File: src/rtl/muldiv_sequencer.sv
// ============================================================================
// Module      : muldiv_sequencer
// Description : Iterative multiply / signed-divide engine with its sequencing
//               FSM (IDLE -> CALC -> DONE). One bit per cycle, WIDTH
//               iterations, one-cycle alu_valid completion pulse.
//               Optional macro MULDIV_EARLY_OUT_EN: trivial operations
//               (MUL by zero, DIV by zero) skip CALC and finish in one cycle.
// Revision    : 1.0 - initial release
// ============================================================================
`timescale 1ns/1ps
`default_nettype none

module muldiv_sequencer #(
    parameter int         WIDTH    = 32,
    parameter logic [4:0] FUNC_MUL = 5'b00010,
    parameter logic [4:0] FUNC_DIV = 5'b00011
) (
    input  logic             clk,
    input  logic             rst,
    input  logic             alu_start,
    input  logic [4:0]       alu_func,
    input  logic [WIDTH-1:0] op_a,
    input  logic [WIDTH-1:0] op_b,
    output logic             busy,
    output logic             alu_valid,
    output logic [WIDTH-1:0] result
);

    localparam int            c_CW   = $clog2(WIDTH);
    localparam logic [c_CW-1:0] c_LAST = c_CW'(WIDTH - 1);

    typedef enum logic [1:0] {
        S_IDLE = 2'd0,
        S_CALC = 2'd1,
        S_DONE = 2'd2
    } state_t;

    state_t r_state;
    state_t w_state_nxt;

    // Operation context captured at the accepting edge
    logic             r_is_div;
    logic             r_neg;      // quotient must be negated
    logic             r_dz;       // divisor was zero
    logic [c_CW-1:0]  r_cnt;
    // MUL: r_a = shifted multiplicand, r_b = shifted multiplier, r_acc = partial product
    // DIV: r_a = dividend shifting out / quotient shifting in, r_b = divisor, r_acc = remainder
    logic [WIDTH-1:0] r_a;
    logic [WIDTH-1:0] r_b;
    logic [WIDTH-1:0] r_acc;

    logic             w_is_mul;
    logic             w_is_div;
    logic             w_accept;
    logic             w_early;
    logic [WIDTH-1:0] w_abs_a;
    logic [WIDTH-1:0] w_abs_b;
    logic [WIDTH-1:0] w_prod_nxt;
    logic [WIDTH:0]   w_rem_sh;
    logic [WIDTH:0]   w_diff;
    logic [WIDTH-1:0] w_rem_nxt;
    logic [WIDTH-1:0] w_quo_nxt;
    logic [WIDTH-1:0] w_final;

    assign w_is_mul = (alu_func == FUNC_MUL);
    assign w_is_div = (alu_func == FUNC_DIV);
    // Start is honoured only when the state register itself is IDLE
    assign w_accept = (r_state == S_IDLE) && alu_start && (w_is_mul || w_is_div);

`ifdef MULDIV_EARLY_OUT_EN
    assign w_early = (w_is_mul && ((op_a == '0) || (op_b == '0))) ||
                     (w_is_div && (op_b == '0));
`else
    assign w_early = 1'b0;
`endif

    assign w_abs_a = op_a[WIDTH-1] ? (~op_a + 1'b1) : op_a;
    assign w_abs_b = op_b[WIDTH-1] ? (~op_b + 1'b1) : op_b;

    // Shift-add step: add the multiplicand when the current multiplier bit is set
    assign w_prod_nxt = r_acc + (r_b[0] ? r_a : '0);

    // Restoring-division step: trial subtract, keep result if non-negative
    assign w_rem_sh  = {r_acc, r_a[WIDTH-1]};
    assign w_diff    = w_rem_sh - {1'b0, r_b};
    assign w_rem_nxt = w_diff[WIDTH] ? w_rem_sh[WIDTH-1:0] : w_diff[WIDTH-1:0];
    assign w_quo_nxt = {r_a[WIDTH-2:0], ~w_diff[WIDTH]};

    // Divide-by-zero forces all ones irrespective of the dividend sign;
    // most-negative / -1 naturally wraps back to the most-negative value.
    assign w_final = !r_is_div ? w_prod_nxt :
                     r_dz      ? {WIDTH{1'b1}} :
                     r_neg     ? (~w_quo_nxt + 1'b1) : w_quo_nxt;

    // State register
    always_ff @(posedge clk) begin
        if (rst) begin
            r_state <= S_IDLE;
        end else begin
            r_state <= w_state_nxt;
        end
    end

    // Next-state and status outputs
    always_comb begin
        w_state_nxt = r_state;
        busy        = 1'b0;
        alu_valid   = 1'b0;
        case (r_state)
            S_IDLE: begin
                if (w_accept) begin
                    w_state_nxt = w_early ? S_DONE : S_CALC;
                end
            end
            S_CALC: begin
                busy = 1'b1;
                if (r_cnt == c_LAST) begin
                    w_state_nxt = S_DONE;
                end
            end
            S_DONE: begin
                busy        = 1'b1;
                alu_valid   = 1'b1;
                w_state_nxt = S_IDLE;
            end
            default: begin
                w_state_nxt = S_IDLE;
            end
        endcase
    end

    // Operand capture, per-cycle iteration and result write
    always_ff @(posedge clk) begin
        if (rst) begin
            r_is_div <= 1'b0;
            r_neg    <= 1'b0;
            r_dz     <= 1'b0;
            r_cnt    <= '0;
            r_a      <= '0;
            r_b      <= '0;
            r_acc    <= '0;
            result   <= '0;
        end else begin
            case (r_state)
                S_IDLE: begin
                    if (w_accept) begin
                        r_is_div <= w_is_div;
                        r_neg    <= op_a[WIDTH-1] ^ op_b[WIDTH-1];
                        r_dz     <= (op_b == '0);
                        r_cnt    <= '0;
                        r_acc    <= '0;
                        r_a      <= w_is_div ? w_abs_a : op_a;
                        r_b      <= w_is_div ? w_abs_b : op_b;
                        if (w_early) begin
                            result <= w_is_div ? {WIDTH{1'b1}} : '0;
                        end
                    end
                end
                S_CALC: begin
                    r_cnt <= r_cnt + 1'b1;
                    if (r_is_div) begin
                        r_acc <= w_rem_nxt;
                        r_a   <= w_quo_nxt;
                    end else begin
                        r_acc <= w_prod_nxt;
                        r_a   <= {r_a[WIDTH-2:0], 1'b0};
                        r_b   <= {1'b0, r_b[WIDTH-1:1]};
                    end
                    if (r_cnt == c_LAST) begin
                        result <= w_final;
                    end
                end
                default: begin
                end
            endcase
        end
    end

endmodule

`default_nettype wire

File: config.mk
export PLATFORM = sky130hd
export DESIGN_NAME = muldiv_sequencer
export DESIGN_NICKNAME = d
export VERILOG_FILES = /design/src/rtl/muldiv_sequencer.sv
export SDC_FILE = /design/constraint.sdc
export NUM_CORES = 1
export LEC_CHECK = 0
export CAP_MARGIN = 20
export CORE_MARGIN = 2
export CORE_UTILIZATION = 45
export CTS_BUF_LIST = sky130_fd_sc_hd__clkbuf_8
export DETAILED_ROUTE_END_ITERATION = 12
export GPL_ROUTABILITY_DRIVEN = 0
export GPL_TIMING_DRIVEN = 1
export PLACE_DENSITY = 0.63
export SLEW_MARGIN = 20
export SYNTH_ARGS = -nofsm -noshare
export SYNTH_HDL_FRONTEND = slang
export SYNTH_SLANG_ARGS = --single-unit
File: constraint.sdc
create_clock -name clk -period 8.3 [get_ports clk]
set_input_delay 0.83 -clock clk [delete_from_list [all_inputs] [get_ports clk]]
set_output_delay 0.83 -clock clk [all_outputs]
set_load 0.05 [all_outputs]
==> results_dict.tcl <==
set metrics [dict create \
    synth.area.top_cells "dfxtp_1, nand2_1, ha_1" \
    drt_iter0_markers 904 \
    critPathMaxFanout 34 \
    seq_area_frac_synth_pct 23.54 \
    period_needed_ns 5.730 \
    clk_pin_slew_ns 0.09 \
    synthArstFlopShare_pct 0 \
    met2_length_um 17340 \
    totalWireLength_um 37890 \
    dr_wl_met3_um 2454 \
    synth_area_leader_cell "dfxtp_1" \
    io_pins 106 \
    rows 59 \
    highest_layer "met4" \
    h-tree-depth 4 \
    hold_viol 0 \
    n_antenna_cell 0 \
    synth_enable_flop_cells 0 \
    maxCapViolations 0 \
    grt_pass1_wl_um 59970 \
    crit_type "flip-flop to flip-flop" \
    crit_slowest_cell "dfxtp_1" \
    start_util_pct 45.42 \
    post_cts_buffers 0 \
    first_pass_iters 5 \
    syn_area_um2 11740 \
    die_h_um 165.5 \
    drc 0 \
    synth_area_per_cell_um2 7.280 \
    synth_top_area_share_pct 23.54 \
    critical-path-max-stage-delay_ns 0.92 \
    r2r_start "r_b[0]" \
    die_w_um 165.5 \
    power_leakage_nw 5.187 \
    ir_drop_mv 0.08104 \
    finalCritPeriodShare_pct 69.04 \
    required_ns 8.70 \
    finalClockSkew_ns 0.01332 \
    holdBufCountCts 0 \
    whs_ns 0.4561 \
    startpoint_type "flip-flop" \
    area_growth_pct 14.46 \
    max-clock-path-buffers 2 \
    root_buffer "clkbuf_8" \
    synth_cells 1612 \
    antenna_found_initial 0 \
    tns_ns 0 \
    cts_tree "built" \
    drt-met1-wl_um 17370 \
    ys_ff_latch 138 \
    cts_buffers 17 \
    grt_start_max_net_pins 82 \
    status "complete, no violations" \
    clkSinkCount 138 \
    end_kind "flip-flop" \
    min_path_type "flip-flop to flip-flop" \
    worst_slew_pin_slew_ns 0.9726 \
    core_area_um2 25840 \
    grt_overflow 0 \
    fin_nets 1800 \
    worst_ep_arrival_time_ns 6.13 \
    place_hpwl_um 28790 \
    synth_cell_types 77 \
    cts_resized 0 \
    via_per_inst 5.933 \
    synth_ff_type "dfxtp_1" \
    final-max-slew-violation-count 0 \
    postRouteAntennaNets 0 \
    crit_path_cell_trace "ha_1, inv_1, fa_1, a211oi_1, o21ai_0, o2111ai_1, a21o_1, o211ai_1, o2bb2ai_2, mux2i_4, ha_1, nand2_1, or4_1, nor2_1, nand4_1, or3_1, o21ai_0, xor2_1, a211o_1, a21oi_1" \
    setup_viol 0 \
    crit_start "r_b[0]" \
    drive_above_1_share_pct 4.439 \
    max_clock_freq_mhz 174.5 \
    vias 11878 \
    synth_nets 1758 \
    worstHoldStart "r_b[27]" \
    p_per_area_nw_per_um2 120.2 \
    ys_warn_count 0 \
    die_area_um2 27390 \
    rsz0062_at_grt "false" \
    portBuffers 105 \
    n_fill_cell 2603 \
    grt_pass1_vias 10940 \
    maxSlewHeadroom_pct 35.16 \
    clk_latency_ns 0.46 \
    wl_per_cell_um 18.93 \
    grt_usage_pct 28.11 \
]
## per-layer routing
metal | vias to the layer above | GRT usage, %
met5 | - | 0
met4 | 0 | 7.406
met3 | 45 | 5.769
met2 | 374 | 44.89
met1 | 5573 | 38.58
li1 | 5886 | -
## synth_stat cells, types with 6 or more instances
master    count
inv_1        61
o211ai_1     41
xnor2_1      71
mux2i_1      17
a21oi_1     170
nor2_1      113
a32o_1       21
a21o_1       45
o21ai_0     106
o21a_1       13
nor2b_1      10
or4_1         7
o31ai_1      19
o41ai_1       9
or3_1         9
xor2_1       63
ha_1         72
nand4_1       9
and3_1       11
o311ai_0      6
buf_2         9
dfxtp_1     138
nor4_1        9
clkbuf_1     79
buf_1         8
a221o_1       6
a31oi_1      12
nand2b_1     13
nor3_1       23
o221ai_1      6
and2_1       39
nand3_1      20
a211oi_1     21
nand2_1     258
## cells in the final DEF (no fill, tap or decap), drive strengths merged, types with 23 or more instances in the layout
master	count
a211oi	23
a21o	45
o21ai	109
nor3	23
o211ai	41
nor2	113
a21oi	170
and2	39
nand2	258
inv	68
xor2	63
dfxtp	138
ha	72
xnor2	71
clkdlybuf4s50	104
## final timing paths
path,to,slack [ns],cells after the start
worst min register to register,r_b[27],0.46,2
worst max-delay path,result[30],2.57,20
worst min-delay path,r_b[27],0.46,2
worst max register to register,result[30],2.57,20
## worst max-delay path, delay by kind of cell, from the launching register on
family | cells | cell delay [ns]
adder cells (fa/ha/maj) | 3 | 0.91
buffers and inverters | 1 | 0.06
multiplexers | 1 | 0.20
XOR/XNOR | 1 | 0.10
AO/OA/AOI/OAI | 9 | 2.05
flip-flops | 1 | 0.92
AND/OR/NAND/NOR | 5 | 1.43
## state kept, by name, summed over array words and instances, names as in the netlist
name and flops:
r_b 32, r_cnt 5, r_dz 1, r_acc 32, result 32, r_is_div 1
r_a 32, r_state 2, r_neg 1
## report_power, final
part           switching [W]  total, W  internal, W
registers         0.00000825  0.000674     0.000666
clock network       0.000297  0.000656     0.000359
logic               0.000166  0.000284     0.000118
total               0.000471   0.00161      0.00114
## logic make-up (layout without fill, tap and decap cells)
logic type | after synthesis | count (layout) | share of synthesized area (%)
AOI/OAI and AO/OA | 542 | 542 | 30.06
muxes | 19 | 19 | 1.738
xor gates and xnor gates | 134 | 134 | 10.00
DFF | 138 | 138 | 23.54
and+or+nand+nor | 545 | 545 | 21.36
adders and majority gates | 74 | 74 | 8.018
buffers and inverters | 160 | 215 | 5.288
## area by class of cell
cell class              instances  area (µm²)  area share (%)
multi-input cells            1314        8394           62.50
clock buffers                  17       234.0           1.742
well taps                     335       419.2           3.121
repair buffers                121        1169           8.701
clock inverters                15       219.0           1.630
flip-flops and latches        138        2764           20.58
inverters                      62       232.7           1.733
## per-stage QoR
step / total power (W) / utilization (%) / cells / area [µm²] / setup WS (ns)
floorplan: 0.0008727 / - / 1612 / 11740 / 3.452
global placement: 0.0009671 / 50.19 / 1969 / 12970 / 2.792
detailed placement: 0.0009696 / 50.20 / 1969 / 12970 / 2.684
CTS: 0.001618 / 51.96 / 2001 / 13420 / 2.643
global route: 0.001681 / 51.99 / 2002 / 13430 / 2.092
finish: 0.001614 / 51.99 / 2002 / 13430 / 2.570
No activity file was read; power rests on OpenSTA's default activity.
==> patch: new RTL, same settings <==
The 3 states of `state_t` get a one-hot encoding in 3 bits.
--- a/src/rtl/muldiv_sequencer.sv
+++ b/src/rtl/muldiv_sequencer.sv
@@ -30,8 +30,8 @@
     localparam logic [c_CW-1:0] c_LAST = c_CW'(WIDTH - 1);
 
-    typedef enum logic [1:0] {
-        S_IDLE = 2'd0,
-        S_CALC = 2'd1,
-        S_DONE = 2'd2
+    typedef enum logic [2:0] {
+        S_IDLE = 3'b001,
+        S_CALC = 3'b010,
+        S_DONE = 3'b100
     } state_t;
 
Function: same outputs for any inputs over 10 cycles, from zero or initial values and one cycle with rst high; not proved beyond that.
==> patch against the unedited design <==
Sequential cell count up 1; fmax about the same; critical path depth down 1; clock skew up 0.0054 ns; setup slack worse by 0.0045 ns; final area up 0.25%; hold slack worse by 0.012 ns; total power down 0.86%; routed wire length down 4.9%; utilization up 0.13 points; area after synthesis about the same; critical endpoint is now result[20]; synthesized cell count down 1.6%; first-iteration DRC count up 9.5%.
==> patch: results (changes against the unedited design) <==
[status]
status=finished, final reports clean

[routing]
drt-met1-wl_um=16400  ; -5.7%
drtPass1Iterations=5  ; unchanged
via_per_inst=6.07  ; +2.3%
num_vias=12000  ; +1.3%
route.met2.wl_um=16900  ; -2.4%
routed_wl_um=36000  ; -4.9%
wl_met3_um=1800  ; -26%
drtIter0Drc=990  ; +9.5%

[setup_path]
cp_slowest_stage_delay_ns=0.97  ; +0.05 ns
rrSetupSlack_ns=2.57  ; about the same
crit_arrival_ns=6.12  ; about the same
cp_top_family=compound AO/OA/AOI/OAI gates

[synth]
netlist_instances=1586  ; -1.6%
synthMuxAreaShare_pct=0.619  ; -1.1 points
yosys-top-cells-area=dfxtp_1, ha_1, a21oi_1, nand2_1, xor2_1
synth_compound_area_share_pct=31.4  ; +1.3 points
synthAdderAreaFrac_pct=7.70  ; -0.31 points
ys.flop_type=dfxtp_1
synth_xor_area_share_pct=9.48  ; -0.52 points
synth_common_cells=nand2_1, a21oi_1, nor2_1, dfxtp_1, clkbuf_1
seq_area_frac_synth_pct=23.7  ; +0.19 points
synth_cell_types=84  ; +9.1%
synth_nets=1729  ; -1.6%

[pwr]
pwr-share-comb_pct=16.7  ; -0.9 points
seq_power_share_pct=42.3  ; +0.5 points
vdd.ir_drop.worst_mv=0.0914  ; +13%
p_int_mw=1.15  ; +0.36%
p_total_mw=1.60  ; -0.86%
p_leak_nw=5.30  ; +2.2%

[global_route]
grt_max_degree=71  ; -13%
grt_pass1_wl_um=57600  ; -4.0%
use_met3_pct=4.37  ; -1.4 points
grt_usage_pct=26.5  ; -1.6 points
use_met1_pct=34.8  ; -3.7 points
grt_pass1_vias=11200  ; +2.8%
gr-usage-met2_pct=44.4  ; -0.53 points

[layout]
nNetsFinal=1778  ; -1.2%
drive_gt1_share_pct=5.22  ; +0.78 points

[place]
placed_area_mm2=0.0130  ; +0.24%
dpl.cell_count=1951  ; -0.91%
pre_cts_ws_ns=2.72  ; +0.0307 ns
place.detailed.hpwl_um=27000  ; -6.2%

[timing]
skew_ns=0.0188  ; +0.00545 ns
fin_hold_ws_ns=0.444  ; -0.0117 ns
tightestPinTransition_ns=0.982  ; +0.00894 ns
fmax_mhz=174  ; about the same

[cts]
root_buffer=clkbuf_8
clk_latency_ns=0.46  ; about the same
cts-buffers-inserted=17  ; unchanged
clockBufferDepth=2  ; unchanged
post_cts_buffers=0  ; unchanged
clkTransAtPathRegs_ns=0.09  ; about the same

[worst_hold_path]
hold_class=reg2reg

patch: changes by cell type after synthesis, sizes merged, moves of 11 or more:
| cell | before | now |
|---|---|---|
| mux2i | 18 | 5 |
| nand2 | 258 | 164 |
| nor3 | 23 | 38 |
| o21ai | 109 | 84 |
| a22oi | 5 | 31 |
| a31oi | 12 | 23 |
| or3 | 10 | 23 |
| a211oi | 23 | 44 |
| nand3 | 20 | 34 |
| o211ai | 41 | 18 |
| nor2 | 113 | 144 |
patch: path summary, 6_finish.rpt:
path,startpoint,to,cells after the start
hold / removal,result[26],result[26],2
setup / recovery,r_b[0],result[20],19
hold reg to reg,result[26],result[26],2
setup reg to reg,r_b[0],result[20],19
patch: area by class of cell:
cell class                 count  area (µm²)
sequential                   139        2780
clock buffer                  19         262
clock inverter                13         199
fill                        2609       12400
timing repair buffer         127        1210
tap                          335         419
inverter                      61         229
multi-input combinational   1289        8360
